### src/rtl/ifu_pkg.sv
// ifu_pkg: shared constants and types for the instruction-fetch prefetch unit.
// Optional feature macro: IFU_ACCESS_FAULT_EN adds a per-entry access-fault bit.
package ifu_pkg;

    localparam int ILEN = 32;
    localparam logic [31:0] RESET_PC_DEFAULT = 32'h8000_0000;

    // Default FIFO entry for a 32-bit PC; the top builds its own XLEN-sized copy.
    typedef struct packed {
        logic [31:0]     pc;
        logic [ILEN-1:0] inst;
`ifdef IFU_ACCESS_FAULT_EN
        logic            fault;
`endif
    } fifo_entry_t;

    // Width of a counter that must hold every value from 0 up to depth inclusive.
    function automatic int credit_width(input int depth);
        return $clog2(depth + 1);
    endfunction

endpackage

### src/rtl/ifu_prefetch_if.sv
// ifu_prefetch_if: redirect, instruction-memory and decode-side handshakes of the
// prefetch unit. The master modport is the fetch unit, the slave modport is the
// surrounding core/memory. IFU_ACCESS_FAULT_EN adds imem_rsp_err and out_fault.
interface ifu_prefetch_if #(
    parameter int XLEN = 32
);
    import ifu_pkg::*;

    logic            redirect_valid;
    logic [XLEN-1:0] redirect_pc;

    logic            imem_req_valid;
    logic            imem_req_ready;
    logic [XLEN-1:0] imem_req_addr;
    logic            imem_rsp_valid;
    logic [ILEN-1:0] imem_rsp_data;

    logic            out_valid;
    logic            out_ready;
    logic [XLEN-1:0] out_pc;
    logic [ILEN-1:0] out_inst;

`ifdef IFU_ACCESS_FAULT_EN
    logic            imem_rsp_err;
    logic            out_fault;
`endif

    modport master (
`ifdef IFU_ACCESS_FAULT_EN
        input  imem_rsp_err,
        output out_fault,
`endif
        input  redirect_valid,
        input  redirect_pc,
        output imem_req_valid,
        input  imem_req_ready,
        output imem_req_addr,
        input  imem_rsp_valid,
        input  imem_rsp_data,
        output out_valid,
        input  out_ready,
        output out_pc,
        output out_inst
    );

    modport slave (
`ifdef IFU_ACCESS_FAULT_EN
        output imem_rsp_err,
        input  out_fault,
`endif
        output redirect_valid,
        output redirect_pc,
        input  imem_req_valid,
        output imem_req_ready,
        input  imem_req_addr,
        output imem_rsp_valid,
        output imem_rsp_data,
        input  out_valid,
        output out_ready,
        input  out_pc,
        input  out_inst
    );

endinterface

### src/rtl/ifu_fifo.sv
// ifu_fifo: small synchronous FIFO holding fetched entries for decode.
// Flush wins over push and over the pop, so a redirect empties it in one cycle
// while a same-cycle pop is simply absorbed by the flush.
module ifu_fifo
    import ifu_pkg::*;
#(
    parameter int  DEPTH   = 2,
    parameter type entry_t = fifo_entry_t
) (
    input  logic                       clk,
    input  logic                       rst_n,
    input  logic                       push,
    input  entry_t                     push_data,
    input  logic                       pop,
    input  logic                       flush,
    output entry_t                     head_data,
    output logic [$clog2(DEPTH+1)-1:0] count
);
    localparam int PW = $clog2(DEPTH);
    localparam int CW = credit_width(DEPTH);
    localparam logic [CW-1:0] FULL = CW'(DEPTH);

    entry_t          mem [DEPTH];
    logic [PW-1:0]   rd_ptr;
    logic [PW-1:0]   wr_ptr;
    logic            do_pop;
    logic            do_push;

    // A pop on an empty FIFO is ignored; a push into a full FIFO needs a same-cycle pop.
    always_comb begin
        do_pop  = pop && (count != '0);
        do_push = push && ((count != FULL) || do_pop);
    end

    // Storage, pointers and occupancy; storage is cleared so an idle head reads zero.
    always_ff @(posedge clk or negedge rst_n) begin
        if (!rst_n) begin
            rd_ptr <= '0;
            wr_ptr <= '0;
            count  <= '0;
            for (int i = 0; i < DEPTH; i++) begin
                mem[i] <= '0;
            end
        end else if (flush) begin
            rd_ptr <= '0;
            wr_ptr <= '0;
            count  <= '0;
        end else begin
            if (do_push) begin
                mem[wr_ptr] <= push_data;
                wr_ptr      <= wr_ptr + 1'b1;
            end
            if (do_pop) begin
                rd_ptr <= rd_ptr + 1'b1;
            end
            case ({do_push, do_pop})
                2'b10:   count <= count + 1'b1;
                2'b01:   count <= count - 1'b1;
                default: count <= count;
            endcase
        end
    end

    assign head_data = mem[rd_ptr];

endmodule

### src/rtl/ifu_prefetch.sv
// ifu_prefetch: instruction-fetch unit with a DEPTH-entry prefetch buffer.
// Requests are issued only while buffered plus in-flight fetches leave a free slot,
// so every response always has room. A redirect flushes the buffer, restarts fetch
// at the (word-aligned) target and discards responses still owed to old requests.
// Optional feature macro: IFU_ACCESS_FAULT_EN stores and reports access faults.
module ifu_prefetch
    import ifu_pkg::*;
#(
    parameter int              XLEN     = 32,
    parameter logic [XLEN-1:0] RESET_PC = XLEN'(RESET_PC_DEFAULT),
    parameter int              DEPTH    = 2
) (
    input  logic           clk,
    input  logic           rst_n,
    ifu_prefetch_if.master bus
);
    localparam int              CW      = credit_width(DEPTH);
    localparam logic [CW:0]     CREDITS = (CW+1)'(DEPTH);
    localparam logic [XLEN-1:0] STEP    = XLEN'(4);

    typedef struct packed {
        logic [XLEN-1:0] pc;
        logic [ILEN-1:0] inst;
`ifdef IFU_ACCESS_FAULT_EN
        logic            fault;
`endif
    } entry_t;

    logic [XLEN-1:0] fetch_pc;
    logic [XLEN-1:0] fetch_pc_next;
    logic [XLEN-1:0] rsp_pc;
    logic [XLEN-1:0] rsp_pc_next;
    logic [XLEN-1:0] redirect_target;
    logic [CW-1:0]   inflight;
    logic [CW-1:0]   inflight_next;
    logic [CW-1:0]   drop;
    logic [CW-1:0]   drop_next;
    logic [CW-1:0]   fifo_count;
    logic [CW:0]     used;
    logic            req_fire;
    logic            rsp_fire;
    logic            pop_fire;
    logic            push;
    entry_t          push_data;
    entry_t          head;

    // Handshake decode and credit check; everything here depends only on registered state or inputs.
    always_comb begin
        used                = {1'b0, fifo_count} + {1'b0, inflight};
        bus.imem_req_valid  = used < CREDITS;
        bus.imem_req_addr   = fetch_pc;
        bus.out_valid       = fifo_count != '0;
        req_fire            = bus.imem_req_valid && bus.imem_req_ready;
        rsp_fire            = bus.imem_rsp_valid;
        pop_fire            = bus.out_valid && bus.out_ready;
        redirect_target     = {bus.redirect_pc[XLEN-1:2], 2'b00};
    end

    // Next-state for fetch/response PCs and the in-flight and stale-response counters; redirect overrides.
    always_comb begin
        fetch_pc_next = fetch_pc;
        rsp_pc_next   = rsp_pc;
        drop_next     = drop;
        push          = 1'b0;
        inflight_next = inflight + CW'(req_fire) - CW'(rsp_fire);
        if (req_fire) begin
            fetch_pc_next = fetch_pc + STEP;
        end
        if (rsp_fire) begin
            if (drop != '0) begin
                drop_next = drop - 1'b1;
            end else begin
                push        = 1'b1;
                rsp_pc_next = rsp_pc + STEP;
            end
        end
        if (bus.redirect_valid) begin
            fetch_pc_next = redirect_target;
            rsp_pc_next   = redirect_target;
            drop_next     = inflight_next;
            push          = 1'b0;
        end
    end

    // Assemble the entry written for an accepted response.
    always_comb begin
        push_data      = '0;
        push_data.pc   = rsp_pc;
        push_data.inst = bus.imem_rsp_data;
`ifdef IFU_ACCESS_FAULT_EN
        push_data.fault = bus.imem_rsp_err;
`endif
    end

    // Fetch-side state registers.
    always_ff @(posedge clk or negedge rst_n) begin
        if (!rst_n) begin
            fetch_pc <= RESET_PC;
            rsp_pc   <= RESET_PC;
            inflight <= '0;
            drop     <= '0;
        end else begin
            fetch_pc <= fetch_pc_next;
            rsp_pc   <= rsp_pc_next;
            inflight <= inflight_next;
            drop     <= drop_next;
        end
    end

    ifu_fifo #(
        .DEPTH   (DEPTH),
        .entry_t (entry_t)
    ) u_fifo (
        .clk       (clk),
        .rst_n     (rst_n),
        .push      (push),
        .push_data (push_data),
        .pop       (pop_fire),
        .flush     (bus.redirect_valid),
        .head_data (head),
        .count     (fifo_count)
    );

    assign bus.out_pc   = head.pc;
    assign bus.out_inst = head.inst;
`ifdef IFU_ACCESS_FAULT_EN
    assign bus.out_fault = head.fault;
`endif

endmodule

### src/flat_wrapper.sv
// flat-port wrapper written by rule: the top's interface ports become plain ports
module ifu_prefetch_flat import ifu_pkg::*;
#(
    parameter int              XLEN     = 32,
    parameter logic [XLEN-1:0] RESET_PC = XLEN'(RESET_PC_DEFAULT),
    parameter int              DEPTH    = 2
)
  (clk, rst_n, bus_redirect_valid, bus_redirect_pc, bus_imem_req_valid, bus_imem_req_ready, bus_imem_req_addr, bus_imem_rsp_valid, bus_imem_rsp_data, bus_out_valid, bus_out_ready, bus_out_pc, bus_out_inst);
  ifu_prefetch_if #(.XLEN(XLEN)) bus_i ();
  input  logic clk;
  input  logic rst_n;
  input wire logic [$bits(bus_i.redirect_valid)-1:0] bus_redirect_valid;
  input wire logic [$bits(bus_i.redirect_pc)-1:0] bus_redirect_pc;
  output wire logic [$bits(bus_i.imem_req_valid)-1:0] bus_imem_req_valid;
  input wire logic [$bits(bus_i.imem_req_ready)-1:0] bus_imem_req_ready;
  output wire logic [$bits(bus_i.imem_req_addr)-1:0] bus_imem_req_addr;
  input wire logic [$bits(bus_i.imem_rsp_valid)-1:0] bus_imem_rsp_valid;
  input wire logic [$bits(bus_i.imem_rsp_data)-1:0] bus_imem_rsp_data;
  output wire logic [$bits(bus_i.out_valid)-1:0] bus_out_valid;
  input wire logic [$bits(bus_i.out_ready)-1:0] bus_out_ready;
  output wire logic [$bits(bus_i.out_pc)-1:0] bus_out_pc;
  output wire logic [$bits(bus_i.out_inst)-1:0] bus_out_inst;
  assign bus_i.redirect_valid = bus_redirect_valid;
  assign bus_i.redirect_pc = bus_redirect_pc;
  assign bus_imem_req_valid = bus_i.imem_req_valid;
  assign bus_i.imem_req_ready = bus_imem_req_ready;
  assign bus_imem_req_addr = bus_i.imem_req_addr;
  assign bus_i.imem_rsp_valid = bus_imem_rsp_valid;
  assign bus_i.imem_rsp_data = bus_imem_rsp_data;
  assign bus_out_valid = bus_i.out_valid;
  assign bus_i.out_ready = bus_out_ready;
  assign bus_out_pc = bus_i.out_pc;
  assign bus_out_inst = bus_i.out_inst;
  ifu_prefetch #(.XLEN(XLEN), .RESET_PC(RESET_PC), .DEPTH(DEPTH)) u_core (.clk(clk), .rst_n(rst_n), .bus(bus_i));
endmodule
### config.mk
export PLATFORM = sky130hd
export DESIGN_NAME = ifu_prefetch_flat
export DESIGN_NICKNAME = d
export VERILOG_FILES = /design/src/rtl/ifu_pkg.sv /design/src/rtl/ifu_prefetch_if.sv /design/src/rtl/ifu_fifo.sv /design/src/rtl/ifu_prefetch.sv /design/src/flat_wrapper.sv
export SDC_FILE = /design/constraint.sdc
export NUM_CORES = 1
export LEC_CHECK = 0
export BUFFER_PORTS_ARGS = -buffer_cell sky130_fd_sc_hd__clkbuf_2
export CAP_MARGIN = 20
export CORE_MARGIN = 2
export CORE_UTILIZATION = 50
export DETAILED_ROUTE_END_ITERATION = 8
export PLACE_DENSITY = 0.8
export SLEW_MARGIN = 0
export SYNTH_ARGS = -nofsm -noshare
export SYNTH_HDL_FRONTEND = slang
export SYNTH_SLANG_ARGS = --single-unit
### constraint.sdc
create_clock -name clk -period 2.8 [get_ports clk]
set_input_delay 0.42 -clock clk [delete_from_list [all_inputs] [get_ports clk]]
set_output_delay 0.42 -clock clk [all_outputs]
set_load 0.1 [all_outputs]
==> results by group <==
Worst setup path
  – Top delay family on crit path: adder cells
  – Setup CP Type: flop to output pin
  – Data arrival, critical path: ~2.2 ns
  – Category of the worst setup path launch point: flop
  – Master of the slowest instance on the critical path: sky130_fd_sc_hd__fa_1
  – Stage delay of the slowest cell on the critical path: 0.60 ns
  – Kind of capture point of the worst setup path: output pin
  – Required @ worst endpoint: 2.38 ns
  – CP Buf/Inv Count: 2
  – Max Fanout on Critical Path: 6
  – Crit-path cells: inv_1 -> fa_1 -> and2_1 -> clkbuf_2

STA
  – Final setup violation count: 0
  – Worst slew pin tran: 0.622 ns
  – RSZ-0062 raised after global routing: no
  – Hold violation count in the final report: 4
  – Final Skew: 0.00956 ns
  – Maximum clock frequency: 389 MHz
  – Worst Hold Margin: -0.0121 ns
  – Pins over their slew limit: 0
  – Final critical path time including I/O delays and setup: 2.57 ns
  – Worst slew margin relative to its limit: 0.584
  – Ratio of final minimum period to clock period: 0.919
  – Setup_tns: 0 ns

Floorplan
  – Die Area: 19800 um2
  – Height of the die: roughly 140 um
  – Core outline area: about 19000 um2
  – Die X: 141 um
  – Cell row count: 50
  – Starting density of the core: 0.505
  – Num ports: 168

Job
  – Max-cap violations: 0

Layout
  – Filler instances: 1498
  – Sequential cell area: between 4000 and 5000 um2
  – Layout cell share with drive strength beyond 1: 0.456
  – Total number of nets in the final design: 985
  – Area growth from synthesis to layout: 17.3%
  – Area taken by multi-input logic gates: 4270 um2
  – Count of antenna diodes in the layout: 0

Clock tree
  – Clk_lat worst skew: about 0.43 ns
  – Hold buffer count at cts: 0
  – Clock Tree Root: sky130_fd_sc_hd__clkbuf_16
  – Number of H-tree levels: 4
  – Sink Count: 192
  – CTS clock-pin slew for the worst setup and hold paths: 0.07 ns
  – Total setup buffers inserted after CTS: 0
  – Inserted Clock Buffers: 17
  – Count of cells resized by post-cts repair: 0
  – Max clock buf depth: 2
  – TritonCTS clock tree: done

Synthesis
  – Cell types with the highest counts after synthesis: sky130_fd_sc_hd__mux2_2 (197), sky130_fd_sc_hd__dfrtp_1 (190), sky130_fd_sc_hd__nor2_1 (36), sky130_fd_sc_hd__a31oi_1 (23), sky130_fd_sc_hd__nand2_1 (23)
  – Area share of the leading cell type in the synthesized netlist: 0.508
  – Count of cell types in the netlist: 52
  – Most frequently used flop master after synthesis: sky130_fd_sc_hd__dfrtp_1
  – EDFF count, synth: 0
  – FF+latch count, synth: 192
  – Cell with the most instances after synthesis: sky130_fd_sc_hd__mux2_2
  – Post-synthesis instance area: 9360 um2
  – Mean area per synthesized cell: 12.4 um2
  – Library cell with the largest summed area after synthesis: sky130_fd_sc_hd__dfrtp_1
  – Yosys synthesis warning count: 0
  – Share of the yosys chip area belonging to registers: 0.514
  – FFs w/ async S/R, synth: 1.00
  – Leading post-synthesis cells by cell area: sky130_fd_sc_hd__dfrtp_1 (51%), sky130_fd_sc_hd__mux2_2 (24%), sky130_fd_sc_hd__xnor2_1 (1.6%)
  – Synthesized netlist cell count: 757

GRT
  – Global-route wire length before repair: 32500 um
  – Number of antenna violations at the first check in global routing: 0
  – Vias in the first global route: 6203
  – Largest net degree at the start of global routing: 73
  – Total global routing track utilization: 0.205
  – Total congestion overflow: 0

Detailed routing
  – Starting DRT DRC Count: between 400 and 500
  – # DRC: 0
  – Average routed wire per standard cell: 17.2 um
  – Number of search-and-repair iterations in the first detailed-routing pass: 5
  – Ratio of routed vias to standard cells: 5.69
  – Via total after detailed routing: 6579
  – Number of routed nets with antenna violations: 0
  – Routed wire length: 19900 um

Run status
  – Run status: finished, violations left
  – Failing checks: hold timing

Placed design
  – Total of buffers placed on input and output ports: 161
  – Estimated wirelength of the detail-placed design: 14000 um
  – Gp weighted congestion: 0.840

Min path
  – Tightest Hold Check Type: input port to asynchronous set/reset pin
final cells by class:
| class | instances | share of cell area |
|---|---|---|
| multi-input combinational | 504 | 0.389 |
| sequential | 192 | 0.438 |
| inverter | 18 | 0.00615 |
| timing repair buffer | 176 | 0.0924 |
| clock inverter | 12 | 0.00809 |
| clock buffer | 20 | 0.0398 |
| tap | 234 | 0.0267 |
kinds of logic (layout without fill, tap and decap cells):
kind of cell	count (synthesis)	after routing	synth area share
AO/OA/AOI/OAI	86	86	0.0635
XOR/XNOR	24	24	0.0225
adder cells (fa/ha/maj)	6	6	0.00882
buffers and inverters	64	226	0.0319
flip-flops	192	192	0.514
multiplexers	203	203	0.244
other	1	4	0.000401
AND/OR/NAND/NOR	181	181	0.115
metal layers:
| layer | GRT usage | vias up | wire length (um) |
|---|---|---|---|
| met5 | 0 | - | 0 |
| met4 | 0.0489 | 0 | 116 |
| met3 | 0.0377 | 12 | 1030 |
| met2 | 0.316 | 186 | 9230 |
| met1 | 0.303 | 3271 | 9550 |
| li1 | - | 3110 | - |
cells in the final DEF, fill, tap and decap left out, types with 5 or more instances in the layout:
cell type                   instances
sky130_fd_sc_hd__xnor2_1           17
sky130_fd_sc_hd__nand2_1           23
sky130_fd_sc_hd__buf_4              8
sky130_fd_sc_hd__clkbuf_2         160
sky130_fd_sc_hd__inv_1             17
sky130_fd_sc_hd__clkbuf_16         17
sky130_fd_sc_hd__a31oi_1           23
sky130_fd_sc_hd__nand3_1           13
sky130_fd_sc_hd__buf_12             7
sky130_fd_sc_hd__nor2b_1            9
sky130_fd_sc_hd__dfrtp_1          189
sky130_fd_sc_hd__or4_1             15
sky130_fd_sc_hd__mux2_1             5
sky130_fd_sc_hd__nand4_1           22
sky130_fd_sc_hd__a21oi_1           10
sky130_fd_sc_hd__xor2_1             7
sky130_fd_sc_hd__and4_1            13
sky130_fd_sc_hd__nor2_1            36
sky130_fd_sc_hd__ha_1               5
sky130_fd_sc_hd__nor3_1            12
sky130_fd_sc_hd__a211oi_1          10
sky130_fd_sc_hd__a311oi_1           5
sky130_fd_sc_hd__o21ai_0            9
sky130_fd_sc_hd__mux2_2           197
sky130_fd_sc_hd__and3_1             7
sky130_fd_sc_hd__o31ai_1           17
registers in the layout, indices dropped and copies added, names as in the netlist:
register,flops
u_core.u_fifo.rd_ptr,1
u_core.u_fifo.mem,124
u_core.rsp_pc,30
u_core.drop,2
u_core.inflight,2
u_core.bus.imem_req_addr,30
u_core.u_fifo.wr_ptr,1
u_core.u_fifo.count,2
path summary, 6_finish.rpt:
kind	startpoint	end	slack [ns]	cells after the start
worst max-delay path	u_core.u_fifo.count[1]$_DFFE_PN0P_	bus_imem_req_valid	0.23	4
worst min-delay path	rst_n	u_core.u_fifo.mem[71]$_DFFE_PN0P_	-0.01	1
worst max register to register	u_core.u_fifo.count[1]$_DFFE_PN0P_	u_core.bus.imem_req_addr[30]$_DFFE_PN0P_	0.41	7
worst min register to register	u_core.u_fifo.mem[72]$_DFFE_PN0P_	u_core.u_fifo.mem[72]$_DFFE_PN0P_	0.49	1
max in group asynchronous	rst_n	u_core.rsp_pc[23]$_DFFE_PN0N_	2.05	2
min in group clk	bus_imem_rsp_data[10]	u_core.u_fifo.mem[74]$_DFFE_PN0P_	0.23	2
per-stage QoR:
step | instances | setup slack (ns) | util | hold WS, ns | area (um2)
final | 1156 | 0.226 | 0.593 | -0.0121 | 11000
after global routing | 1156 | 0.157 | 0.593 | 0.0329 | 11000
after CTS | 1156 | 0.210 | 0.593 | 0.0124 | 11000
after detailed placement | 1124 | 0.436 | 0.565 | 0.468 | 10500
after global placement | 1124 | 0.490 | 0.565 | 0.462 | 10500
after floorplan | 760 | 0.262 | - | 0.124 | 9370
Power is left out: the tool's default activity adds up to more than one toggle a clock period on the data nets, which glitch-free logic cannot reach.
